$ cat src/rtl/proc16_pkg.sv
`default_nettype none
// +----------------------------------------------------------------------------+
// | proc16_pkg                                                                 |
// | Encodings and default widths shared by the proc16 datapath and memory unit.|
// | Revision: 1.0                                                              |
// +----------------------------------------------------------------------------+
package proc16_pkg;

  localparam int P16_ADDR_W = 16;
  localparam int P16_DATA_W = 16;
  localparam int WCNT_W     = 4;

  typedef enum logic [1:0] {
    MEM_IDLE   = 2'b00,
    MEM_ACCESS = 2'b01,
    MEM_DONE   = 2'b10
  } mem_state_t;

  typedef enum logic [1:0] {
    ACC_FETCH = 2'b00,
    ACC_READ  = 2'b01,
    ACC_WRITE = 2'b10
  } acc_type_t;

  // Event counters stick at all-ones instead of wrapping back to zero.
  function automatic logic [15:0] sat_inc16(input logic [15:0] v);
    return (v == 16'hFFFF) ? v : v + 16'd1;
  endfunction

endpackage
`default_nettype wire

$ cat src/rtl/mem_access_unit_if.sv
`default_nettype none
// +----------------------------------------------------------------------------+
// | mem_req_if / mem_sram_if                                                   |
// | Requester-side and SRAM-side buses of mem_access_unit.                     |
// | MEM_ACCESS_STATS_EN adds the fetch/read/write counters to mem_req_if.      |
// | Revision: 1.0                                                              |
// +----------------------------------------------------------------------------+
interface mem_req_if #(
  parameter int ADDR_W = 16,
  parameter int DATA_W = 16
);
  logic              IRWrite;
  logic              MemRead;
  logic              MemWrite;
  logic [ADDR_W-1:0] addr;
  logic [DATA_W-1:0] wdata;
  logic              mem_ready;
  logic              busy;
  logic              req_err;
  logic [DATA_W-1:0] instr;
  logic [DATA_W-1:0] mdr;
`ifdef MEM_ACCESS_STATS_EN
  logic [15:0]       fetch_cnt;
  logic [15:0]       rd_cnt;
  logic [15:0]       wr_cnt;
`endif

  modport master (
    output IRWrite, MemRead, MemWrite, addr, wdata,
    input  mem_ready, busy, req_err, instr, mdr
`ifdef MEM_ACCESS_STATS_EN
    , input fetch_cnt, rd_cnt, wr_cnt
`endif
  );

  modport slave (
    input  IRWrite, MemRead, MemWrite, addr, wdata,
    output mem_ready, busy, req_err, instr, mdr
`ifdef MEM_ACCESS_STATS_EN
    , output fetch_cnt, rd_cnt, wr_cnt
`endif
  );
endinterface

interface mem_sram_if #(
  parameter int ADDR_W = 16,
  parameter int DATA_W = 16
);
  logic              en;
  logic              we;
  logic [ADDR_W-1:0] addr;
  logic [DATA_W-1:0] wdata;
  logic [DATA_W-1:0] rdata;

  modport master (output en, we, addr, wdata, input rdata);
  modport slave  (input en, we, addr, wdata, output rdata);
endinterface
`default_nettype wire

$ cat src/rtl/mem_wait_counter.sv
`default_nettype none
// +----------------------------------------------------------------------------+
// | mem_wait_counter                                                           |
// | Loadable 4-bit down-counter; last flags the final wait-state cycle.        |
// | Revision: 1.0                                                              |
// +----------------------------------------------------------------------------+
module mem_wait_counter
  import proc16_pkg::*;
(
  input  logic              clk,
  input  logic              rst,
  input  logic              load,
  input  logic              en,
  input  logic [WCNT_W-1:0] load_val,
  output logic              last
);

  logic [WCNT_W-1:0] count;

  // Floors at zero so a stray enable after the last cycle cannot wrap.
  always_ff @(posedge clk or posedge rst) begin
    if (rst) begin
      count <= '0;
    end else if (load) begin
      count <= load_val;
    end else if (en && (count != '0)) begin
      count <= count - 1'b1;
    end
  end

  assign last = (count == WCNT_W'(1));

endmodule
`default_nettype wire

$ cat src/rtl/mem_access_unit.sv
`default_nettype none
// +----------------------------------------------------------------------------+
// | mem_access_unit                                                            |
// | Serves fetch/read/write strobes against a fixed-wait synchronous SRAM.     |
// | MEM_ACCESS_STATS_EN adds saturating per-type completion counters.          |
// | Revision: 1.0                                                              |
// +----------------------------------------------------------------------------+
module mem_access_unit
  import proc16_pkg::*;
#(
  parameter int ADDR_W      = P16_ADDR_W,
  parameter int DATA_W      = P16_DATA_W,
  parameter int WAIT_CYCLES = 2
) (
  input  logic       clk,
  input  logic       rst,
  mem_req_if.slave   req,
  mem_sram_if.master sram
);

  localparam logic [WCNT_W-1:0] WAIT_LOAD = WCNT_W'(WAIT_CYCLES);

  mem_state_t        state;
  mem_state_t        state_nxt;
  acc_type_t         acc_type;
  logic [ADDR_W-1:0] addr_lat;
  logic [DATA_W-1:0] wdata_lat;
  logic [DATA_W-1:0] instr_reg;
  logic [DATA_W-1:0] mdr_reg;
  logic              req_err_reg;
  logic [1:0]        req_cnt;
  logic              single_req;
  logic              multi_req;
  logic              cnt_last;
  logic              in_access;
  logic              in_done;

  assign req_cnt    = {1'b0, req.IRWrite} + {1'b0, req.MemRead} + {1'b0, req.MemWrite};
  assign single_req = (state == MEM_IDLE) && (req_cnt == 2'd1);
  assign multi_req  = (state == MEM_IDLE) && (req_cnt > 2'd1);

  mem_wait_counter u_wait_counter (
    .clk      (clk),
    .rst      (rst),
    .load     (single_req),
    .en       (in_access),
    .load_val (WAIT_LOAD),
    .last     (cnt_last)
  );

  always_ff @(posedge clk or posedge rst) begin
    if (rst) begin
      state <= MEM_IDLE;
    end else begin
      state <= state_nxt;
    end
  end

  always_comb begin
    state_nxt = state;
    in_access = 1'b0;
    in_done   = 1'b0;
    case (state)
      MEM_IDLE: begin
        if (single_req) state_nxt = MEM_ACCESS;
      end
      MEM_ACCESS: begin
        in_access = 1'b1;
        if (cnt_last) state_nxt = MEM_DONE;
      end
      MEM_DONE: begin
        in_done   = 1'b1;
        state_nxt = MEM_IDLE;
      end
      default: state_nxt = MEM_IDLE;
    endcase
  end

  // Request fields are frozen at acceptance; later bus changes cannot disturb the access.
  always_ff @(posedge clk or posedge rst) begin
    if (rst) begin
      acc_type  <= ACC_FETCH;
      addr_lat  <= '0;
      wdata_lat <= '0;
    end else if (single_req) begin
      addr_lat  <= req.addr;
      wdata_lat <= req.wdata;
      if (req.MemWrite) begin
        acc_type <= ACC_WRITE;
      end else if (req.MemRead) begin
        acc_type <= ACC_READ;
      end else begin
        acc_type <= ACC_FETCH;
      end
    end
  end

  always_ff @(posedge clk or posedge rst) begin
    if (rst) begin
      instr_reg <= '0;
      mdr_reg   <= '0;
    end else if (in_access && cnt_last) begin
      if (acc_type == ACC_FETCH) instr_reg <= sram.rdata;
      if (acc_type == ACC_READ)  mdr_reg   <= sram.rdata;
    end
  end

  always_ff @(posedge clk or posedge rst) begin
    if (rst) begin
      req_err_reg <= 1'b0;
    end else begin
      req_err_reg <= multi_req;
    end
  end

  assign sram.en    = in_access;
  assign sram.we    = in_access && (acc_type == ACC_WRITE);
  assign sram.addr  = addr_lat;
  assign sram.wdata = wdata_lat;

  assign req.mem_ready = in_done;
  assign req.busy      = (state != MEM_IDLE);
  assign req.req_err   = req_err_reg;
  assign req.instr     = instr_reg;
  assign req.mdr       = mdr_reg;

`ifdef MEM_ACCESS_STATS_EN
  logic [15:0] fetch_cnt;
  logic [15:0] rd_cnt;
  logic [15:0] wr_cnt;

  always_ff @(posedge clk or posedge rst) begin
    if (rst) begin
      fetch_cnt <= '0;
      rd_cnt    <= '0;
      wr_cnt    <= '0;
    end else if (in_done) begin
      case (acc_type)
        ACC_FETCH: fetch_cnt <= sat_inc16(fetch_cnt);
        ACC_READ:  rd_cnt    <= sat_inc16(rd_cnt);
        ACC_WRITE: wr_cnt    <= sat_inc16(wr_cnt);
        default:   ;
      endcase
    end
  end

  assign req.fetch_cnt = fetch_cnt;
  assign req.rd_cnt    = rd_cnt;
  assign req.wr_cnt    = wr_cnt;
`endif

endmodule
`default_nettype wire

$ cat src/flat_wrapper.sv
// flat-port wrapper written by rule: the top's interface ports become plain ports
module mem_access_unit_flat import proc16_pkg::*;
#(
  parameter int ADDR_W      = P16_ADDR_W,
  parameter int DATA_W      = P16_DATA_W,
  parameter int WAIT_CYCLES = 2
)
  (clk, rst, req_IRWrite, req_MemRead, req_MemWrite, req_addr, req_wdata, req_mem_ready, req_busy, req_req_err, req_instr, req_mdr, sram_en, sram_we, sram_addr, sram_wdata, sram_rdata);
  mem_req_if #(.ADDR_W(ADDR_W), .DATA_W(DATA_W)) req_i ();
  mem_sram_if #(.ADDR_W(ADDR_W), .DATA_W(DATA_W)) sram_i ();
  input  logic clk;
  input  logic rst;
  input wire logic [$bits(req_i.IRWrite)-1:0] req_IRWrite;
  input wire logic [$bits(req_i.MemRead)-1:0] req_MemRead;
  input wire logic [$bits(req_i.MemWrite)-1:0] req_MemWrite;
  input wire logic [$bits(req_i.addr)-1:0] req_addr;
  input wire logic [$bits(req_i.wdata)-1:0] req_wdata;
  output wire logic [$bits(req_i.mem_ready)-1:0] req_mem_ready;
  output wire logic [$bits(req_i.busy)-1:0] req_busy;
  output wire logic [$bits(req_i.req_err)-1:0] req_req_err;
  output wire logic [$bits(req_i.instr)-1:0] req_instr;
  output wire logic [$bits(req_i.mdr)-1:0] req_mdr;
  output wire logic [$bits(sram_i.en)-1:0] sram_en;
  output wire logic [$bits(sram_i.we)-1:0] sram_we;
  output wire logic [$bits(sram_i.addr)-1:0] sram_addr;
  output wire logic [$bits(sram_i.wdata)-1:0] sram_wdata;
  input wire logic [$bits(sram_i.rdata)-1:0] sram_rdata;
  assign req_i.IRWrite = req_IRWrite;
  assign req_i.MemRead = req_MemRead;
  assign req_i.MemWrite = req_MemWrite;
  assign req_i.addr = req_addr;
  assign req_i.wdata = req_wdata;
  assign req_mem_ready = req_i.mem_ready;
  assign req_busy = req_i.busy;
  assign req_req_err = req_i.req_err;
  assign req_instr = req_i.instr;
  assign req_mdr = req_i.mdr;
  assign sram_en = sram_i.en;
  assign sram_we = sram_i.we;
  assign sram_addr = sram_i.addr;
  assign sram_wdata = sram_i.wdata;
  assign sram_i.rdata = sram_rdata;
  mem_access_unit #(.ADDR_W(ADDR_W), .DATA_W(DATA_W), .WAIT_CYCLES(WAIT_CYCLES)) u_core (.clk(clk), .rst(rst), .req(req_i), .sram(sram_i));
endmodule
$ cat config.mk
export PLATFORM = sky130hd
export DESIGN_NAME = mem_access_unit_flat
export DESIGN_NICKNAME = d
export VERILOG_FILES = /design/src/rtl/proc16_pkg.sv /design/src/rtl/mem_access_unit_if.sv /design/src/rtl/mem_wait_counter.sv /design/src/rtl/mem_access_unit.sv /design/src/flat_wrapper.sv
export SDC_FILE = /design/constraint.sdc
export NUM_CORES = 1
export LEC_CHECK = 0
export CAP_MARGIN = 10
export CORE_MARGIN = 4
export CORE_UTILIZATION = 46
export DETAILED_ROUTE_END_ITERATION = 6
export PLACE_DENSITY = 0.89
export SLEW_MARGIN = 30
export SYNTH_ARGS = -nofsm -noshare
export SYNTH_HDL_FRONTEND = slang
export SYNTH_SLANG_ARGS = --single-unit
$ cat constraint.sdc
create_clock -name clk -period 4.1 [get_ports clk]
set_input_delay 1.025 -clock clk [delete_from_list [all_inputs] [get_ports clk]]
set_output_delay 1.025 -clock clk [all_outputs]
set_load 0.05 [all_outputs]
* Word level (Yosys, flattened, before mapping)
Index checks and enable logic that the tools add are counted.
** Operators by class
- Mux-type cells :: 9
- Add/subtract/negate cells :: 3
- Magnitude comparators :: 1
- Reductions and logical operators :: 13
- Equal/unequal tests :: 8
** Operators with widths (number)
- 4-bit two-way mux :: 2
- 2-bit by 1-bit == test with 1-bit output (second input constant) :: 3
- 2-bit two-way mux :: 3
- 2-bit AND reduction :: 3
- 1-bit logical AND :: 5
- 2-bit == test (second input constant) :: 2
- 4-bit by 1-bit == test with 1-bit output (second input constant) :: 1
- 2-bit logical NOT :: 2
- 2-bit by 1-bit inequality test with 1-bit output (second input constant) :: 2
- 2-bit one-hot mux with 2 select lines :: 1
- 2-bit nonzero test :: 2
- 4-bit nonzero test :: 1
- 4-bit by 1-bit subtractor with 4-bit output (second input constant) :: 1
- 1-bit two-way mux :: 3
- 1-bit by 1-bit adder with 2-bit output :: 1
- 2-bit by 1-bit adder with 2-bit output :: 1
- 2-bit by 1-bit > comparator with 1-bit output (second input constant) :: 1
** Word-level totals
- Logic and storage cells :: 42
- Input port bits :: 53
- Flip-flop bits (word level) :: 73
- Output and inout port bits :: 69

* Logic depth before layout (Yosys ltp)
Gate-level depths: netlist of the first run.
- Word-level depth :: 6
- Depth in mapped cells :: 6
- Gate-level depth less buffers :: 5

* Modules after synthesis
From an unflattened synthesis of the first run, not the netlist that was laid out.
** Unflattened totals
- Cells, all modules :: 189
- Area, all modules :: 2961.6 µm²
** By module, submodules not included
- mem_access_unit :: area an instance 2675.1 µm², instances 1, sequential area each 1726.7 µm², cells an instance 159
- mem_wait_counter :: area an instance 286.5 µm², instances 1, sequential area each 100.1 µm², cells an instance 30

* Least setup slack after synthesis of the first run
No wires, ideal clock.
- Path kind :: input-to-reg
- Start point :: input port req_MemWrite
- End point :: register u_core.addr_lat[0], in the netlist u_core.sram.addr[0]
- Stages :: 6
- Setup time :: 0.118 ns
- Data arrival time :: 2.416 ns
- Buffers on the path :: 2
- Slack :: 1.567 ns
- Data required time :: 3.982 ns
- Cell sequence :: fa_1 or4b_1 buf_2 buf_6 nand2_1 nand2_1
** On the way
- Cells in the longest elaborated chain, start to end :: 3
** Ends and longest elaborated chain
- start, declared :: RTL line flat_wrapper.sv:15 : input wire logic [$bits(req_i.MemWrite)-1:0] req_MemWrite;
- 2-bit by 1-bit adder with 2-bit output :: RTL line mem_access_unit.sv:38 : assign req_cnt = {1'b0, req.IRWrite} + {1'b0, req.MemRead} + {1'b0, req.MemWrite};
- 2-bit by 1-bit == test with 1-bit output :: RTL line mem_access_unit.sv:39 : assign single_req = (state == MEM_IDLE) && (req_cnt == 2'd1);
- 1-bit logical AND :: RTL line mem_access_unit.sv:39
- end signal, assigned :: RTL line mem_access_unit.sv:86 : addr_lat <= req.addr;
- end, declared :: RTL line mem_access_unit.sv:26 : logic [ADDR_W-1:0] addr_lat;
Every way passes these cells.
A chain may end at the register's enable or synchronous reset.

* Final worst setup path of the first run
- Start point :: register u_core.state[1]
- End point :: output port sram_we
** On the way
- Cells in the longest elaborated chain, start to end :: 3
** Ends and longest elaborated chain
- start, declared :: RTL line mem_access_unit.sv:23 : mem_state_t state;
- start signal, assigned :: RTL line mem_access_unit.sv:55 : state <= state_nxt;
- 2-bit by 1-bit == test with 1-bit output :: RTL line mem_access_unit.sv:63 : case (state)
- 1-bit two-way mux :: RTL line mem_access_unit.sv:63
- 1-bit logical AND :: RTL line mem_access_unit.sv:117 : assign sram.we = in_access && (acc_type == ACC_WRITE);
- end, declared :: RTL line flat_wrapper.sv:24 : output wire logic [$bits(sram_i.we)-1:0] sram_we;
Every way passes these cells.

==> summary.txt, run 1 <==
Cells and area
  • N_diodes: 0
  • Area of the multi-input gates: 1070 sq um
  • Share of cells above drive strength 1: 15.3%
  • Fill count: 472
  • Fin cells: 462
  • Register area: 1830 sq um
  • Area Growth Syn to Fin: 50.9%
  • Final Cell Area: 4530 sq um
  • Fin util: 71.3%
  • Final layout net count: 437

Synthesis
  • Compound-gate portion of the synthesized area: 1.08%
  • Syn_nets: 310
  • Mux cell area share after synthesis: 13.9%
  • FFs w/ async S/R, synth: 100%
  • Post-synth top cells: nand2_1 (101), dfrtp_1 (73), mux2_2 (22)
  • Synth Instances: 253
  • EDFF count, synth: 0
  • Post-synth cell types: 29
  • Adder-cell share of the synthesized area: 1.92%
  • Share of the synthesized area in the top cell type: 60.9%
  • Most used DFF post-synth: dfrtp_1
  • Post-Syn Area per Cell: 11.9 sq um
  • Synth top area cells: dfrtp_1 (61%), nand2_1 (13%), mux2_2 (8.3%), mux2_4 (5.0%), buf_6 (1.9%)
  • Synth Area in XOR/XNOR: 0%
  • Syn. warnings: 0
  • Largest family of logic cells by synthesized area: simple AND/OR/NAND/NOR gates
  • Simple-gate share of the synthesized area: 18.8%
  • Most common cell in the netlist: nand2_1
  • Post-synthesis register bit count: 73
  • Cell taking the most area after synthesis: dfrtp_1
  • Post-synthesis cell area: 3000 sq um
  • Seq/Total Area, Yosys: 60.9%

GRT
  • Total gr overflow: 0
  • All-Layer GR Usage: 18.1%
  • Global-route wire length before repair: 10800 um
  • Initial antenna violation count: 0
  • Largest net degree at the start of global routing: 32
  • Vias in the first global route: 2299

Route
  • DRT antenna net count: 0
  • DR iter-0 viols: 70
  • Drt drc: 0
  • Final wirelength: 6790 um
  • Vias post-DR: 2227
  • Pre-Repair DR Iteration Count: 5
  • Via/cell ratio: 4.82
  • Wire per inst: 14.7 um

Clock tree
  • Clk pin slew, worst setup/hold paths: 0.07 ns
  • Worst-skew pair later-pin latency: 0.33 ns
  • Post-CTS Hold Fix Bufs: 0
  • TritonCTS clock tree: built
  • H-tree level count: 3
  • Postcts setup bufs: 0
  • CTS Buf Count: 9
  • CTS-repair resized insts: 0
  • Clock Path Buffers: 2
  • CTS Sinks: 73
  • Root buf cell: clkbuf_8

Floorplanning
  • Die area: 7880 sq um
  • I/O Pins: 122
  • Core Box Area: 6350 sq um
  • Row cnt: 29
  • Chip height: 88.8 um
  • Die outline width: 88.8 um
  • Effective utilization at floorplan: 47.3%

Placement
  • Port Buf Inserts: 121
  • DPL Wire Length: 5180 um
  • GPL Wtd Cong: 0.743
  • Dpl cell area: 4270 sq um
  • Placed insts: 446

Run status
  • Status: finished clean

Timing
  • Final worst path period need: 3.11 ns
  • Tightest Pin Transition: 0.684 ns
  • Final clock skew: 0.00943 ns
  • Rel. slew slack: 54.2%
  • Final Slew Violations: 0
  • Fmax: 321 MHz
  • RSZ-0062 raised after global routing: false
  • Final hold vios: 0
  • Finish-stage setup viols: 0
  • Period utilization: 75.9%
  • Setup TNS: 0 ns
  • Worst hold margin: 0.476 ns

Worst setup path
  • CP Max Fanout: 7
  • Worst R2R Path Depth: 5
  • Worst EP required: 3.07 ns
  • Nature of the critical path startpoint: register
  • Crit. End Element: primary output
  • Crit Path Category: register to primary output
  • Critical Path AT: 2.09 ns

Power and ir drop
  • Leak pwr: 2.13 nW
  • PD cells: 991 nW/um^2
  • VDD IR-drop max: 0.652 mV

Min path
  • Worst hold path depth: 2
  • Hold/Removal Path Class: register to register

Run
  • Max_cap viols: 0
-- stage by stage --
| step | setup slack, ns | power, mW |
|---|---|---|
| 2_1_floorplan | 1.22 | 2.96 |
| 3_3_place_gp | 0.764 | 3.77 |
| 3_5_place_dp | 0.682 | 3.83 |
| 4_1_cts | 0.973 | 4.53 |
| 5_1_grt | 0.851 | 4.71 |
| 6_report | 0.989 | 4.49 |
-- cell type report --
| cell class | count | share of cell area [%] |
|---|---|---|
| Sequential cell | 73 | 40.3 |
| Timing Repair Buffer | 125 | 27.7 |
| Multi-Input combinational cell | 164 | 23.7 |
| Clock buffer | 12 | 3.43 |
| Clock inverter | 4 | 2.18 |
| Tap cell | 77 | 2.13 |
| Inverter | 7 | 0.580 |
-- power breakdown --
group | switching [mW] | internal, mW | total, mW
logic | 1.62 | 0.895 | 2.52
clock network | 0.254 | 0.439 | 0.693
registers | 0.209 | 1.07 | 1.28
total | 2.09 | 2.40 | 4.49
-- placed cells by master, fill, tap and decap left out, types with 4 or more instances in the layout --
cell type,count
inv_1,5
dfrtp_1,73
mux2_4,10
mux2_2,22
nand2_1,101
clkdlybuf4s50_1,121
clkbuf_8,11
nor2_1,4
-- critical path, cell delays in order, from the launching register on --
cell,delay (ns)
dfrtp_1,0.44
nand2b_4,0.19
inv_2,0.14
and3_1,0.17
clkdlybuf4s50_1,0.82
-- cell families after synthesis --
logic type	after synthesis
compound gates	6
flops	73
buf+inv	16
fa+ha+maj	4
mux	34
simple gates	120
-- final timing paths --
| kind | startpoint | to | slack [ns] |
|---|---|---|---|
| setup / recovery | u_core.state[1] | sram_we | 0.99 |
| hold / removal | u_core.sram.addr[13] | u_core.sram.addr[13] | 0.48 |
| setup reg to reg | u_core.u_wait_counter.count[1] | u_core.req.mdr[3] | 2.21 |
| hold reg to reg | u_core.sram.addr[13] | u_core.sram.addr[13] | 0.48 |
| max in group asynchronous | rst | u_core.u_wait_counter.count[1] | 2.23 |
| min in group asynchronous | rst | u_core.req.instr[0] | 1.12 |
-- routing by layer --
| layer | track usage [%] | up-vias | wire, um |
|---|---|---|---|
| met2 | 30.1 | 79 | 3410 |
| li1 | - | 1067 | - |
| met4 | 6.59 | 0 | 57 |
| met3 | 6.15 | 6 | 624 |
| met5 | 0 | - | 0 |
| met1 | 21.8 | 1075 | 2700 |
(Power assumes the default switching activity.)
==> run 2, diff against run 1 <==
CORE_UTILIZATION = 39   (was 46)
PLACE_DENSITY = 0.8   (was 0.89)
clock period = 2.8 ns   (was 4.1 ns; I/O delays follow)
==> summary.txt, run 2 (same netlist as run 1, synthesis figures left out) <==
Run status
  • Status: finished clean

GRT
  • Total gr overflow: 0 (unchanged)
  • Global-route wire length before repair: 10900 um (+1.1%)
  • Largest net degree at the start of global routing: 30 (-6.3%)
  • Vias in the first global route: 2365 (+2.9%)
  • All-Layer GR Usage: 15.4% (-2.7 points)
  • Initial antenna violation count: 0 (unchanged)

Worst setup path
  • Nature of the critical path startpoint: register
  • Crit Path Category: register to primary output
  • Crit. End Element: primary output
  • Worst EP required: 2.10 ns (-0.97 ns)
  • Worst R2R Path Depth: 5 (unchanged)
  • Critical Path AT: 1.91 ns (-0.18 ns)
  • CP Max Fanout: 7 (unchanged)

Route
  • Drt drc: 0 (unchanged)
  • DRT antenna net count: 0 (unchanged)
  • Pre-Repair DR Iteration Count: 4 (-1)
  • DR iter-0 viols: 57 (-19%)
  • Via/cell ratio: 4.59 (-4.9%)
  • Vias post-DR: 2229 (+0.090%)
  • Final wirelength: 6900 um (+1.5%)
  • Wire per inst: 14.2 um (-3.5%)

Floorplanning
  • Effective utilization at floorplan: 40.7% (-6.5 points)
  • Core Box Area: 7370 sq um (+16%)
  • Row cnt: 31 (+6.9%)
  • I/O Pins: 122 (unchanged)
  • Die area: 9160 sq um (+16%)
  • Chip height: 95.7 um (+7.8%)
  • Die outline width: 95.7 um (+7.8%)

Cells and area
  • Register area: 1830 sq um (unchanged)
  • Fin cells: 486 (+5.2%)
  • Final layout net count: 439 (+0.46%)
  • Area Growth Syn to Fin: 50.1%
  • Most frequent cells in the layout: clkdlybuf4s50_1 (120), nand2_1 (101), dfrtp_1 (73), mux2_2 (22)
  • Area of the multi-input gates: 1070 sq um (unchanged)
  • Fin util: 61.1% (-10 points)
  • Most common cell after layout, fill and taps aside: clkdlybuf4s50_1
  • Share of cells above drive strength 1: 15.5% (+0.18 points)
  • Fill count: 597 (+26%)
  • N_diodes: 0 (unchanged)

Clock tree
  • CTS-repair resized insts: 0 (unchanged)
  • Clock Path Buffers: 2 (unchanged)
  • Clk pin slew, worst setup/hold paths: 0.07 ns (about the same)
  • Post-CTS Hold Fix Bufs: 0 (unchanged)
  • Postcts setup bufs: 0 (unchanged)
  • CTS Sinks: 73 (unchanged)
  • Root buf cell: clkbuf_8
  • TritonCTS clock tree: built
  • Worst-skew pair later-pin latency: 0.33 ns (about the same)
  • H-tree level count: 3 (unchanged)
  • CTS Buf Count: 9 (unchanged)

Timing
  • Fmax: 384 MHz
  • Final hold vios: 0 (unchanged)
  • Final Slew Violations: 0 (unchanged)
  • Worst hold margin: 0.477 ns (+0.000240 ns)
  • Rel. slew slack: 63.5% (+9.3 points)
  • Finish-stage setup viols: 0 (unchanged)
  • Final worst path period need: 2.61 ns
  • Tightest Pin Transition: 0.546 ns (-0.138 ns)
  • Final WS setup: 0.193 ns (-0.796 ns)
  • Period utilization: 93.1%
  • Setup TNS: 0 ns (unchanged)
  • RSZ-0062 raised after global routing: false
  • Final clock skew: 0.00496 ns (-0.00447 ns)

Min path
  • Hold/Removal Path Class: register to register
  • Worst hold path depth: 2 (unchanged)

Placement
  • GPL Wtd Cong: 0.773 (+4.1%)
  • Placed insts: 470 (+5.4%)
  • DPL Wire Length: 5230 um (+0.89%)
  • Post-Place Worst Slack: 0.00680 ns (-0.675 ns)
  • Port Buf Inserts: 121 (unchanged)

Power and ir drop
  • Leak pwr: 2.12 nW (-0.78%)
  • VDD IR-drop max: 0.713 mV (+9.3%)
  • PD cells: 1410 nW/um^2 (+42%)

Run
  • Max_cap viols: 0 (unchanged)
## run 2: stage by stage
stage               power (mW)  instance area [sq um]
CTS                       6.42                   4500
global route              6.67                   4500
finish                    6.34                   4500
floorplan                 4.34                   3000
detailed placement        5.61                   4310
global placement          5.53                   4310
## run 2: cell type report
| type | instances | area share, % |
|---|---|---|
| inverter | 7 | 0.583 |
| timing repair buffer | 127 | 28.1 |
| multi-input combinational | 164 | 23.8 |
| tap | 99 | 2.75 |
| clock inverter | 3 | 0.889 |
| clock buffer | 13 | 3.31 |
| sequential | 73 | 40.6 |
## run 2: critical path, cell delays in order, from the launching register on
cell and delay, ns:
dfrtp_1 0.43, nand2b_4 0.19, inv_2 0.13, clkdlybuf4s50_1 0.83
## run 2: final timing paths
kind	slack (ns)	start	endpoint
max in group asynchronous	1.38	rst	u_core.sram.wdata[2]
hold / removal	0.48	u_core.sram.addr[11]	u_core.sram.addr[11]
hold reg to reg	0.48	u_core.sram.addr[11]	u_core.sram.addr[11]
setup reg to reg	0.82	u_core.u_wait_counter.count[1]	u_core.req.mdr[14]
min in group asynchronous	0.74	rst	u_core.req.instr[5]
setup / recovery	0.19	u_core.state[1]	sram_en
## run 2: report_power, final
| part | switching (mW) | internal, mW |
|---|---|---|
| logic | 2.37 | 1.31 |
| registers | 0.310 | 1.56 |
| clock network | 0.353 | 0.435 |
## run 2: per-layer routing
layer	GRT usage [%]	up-vias	wire length, um
li1	-	1068	-
met3	4.46	7	546
met1	18.5	1079	2870
met2	26.3	75	3400
met5	0	-	0
met4	5.33	0	80
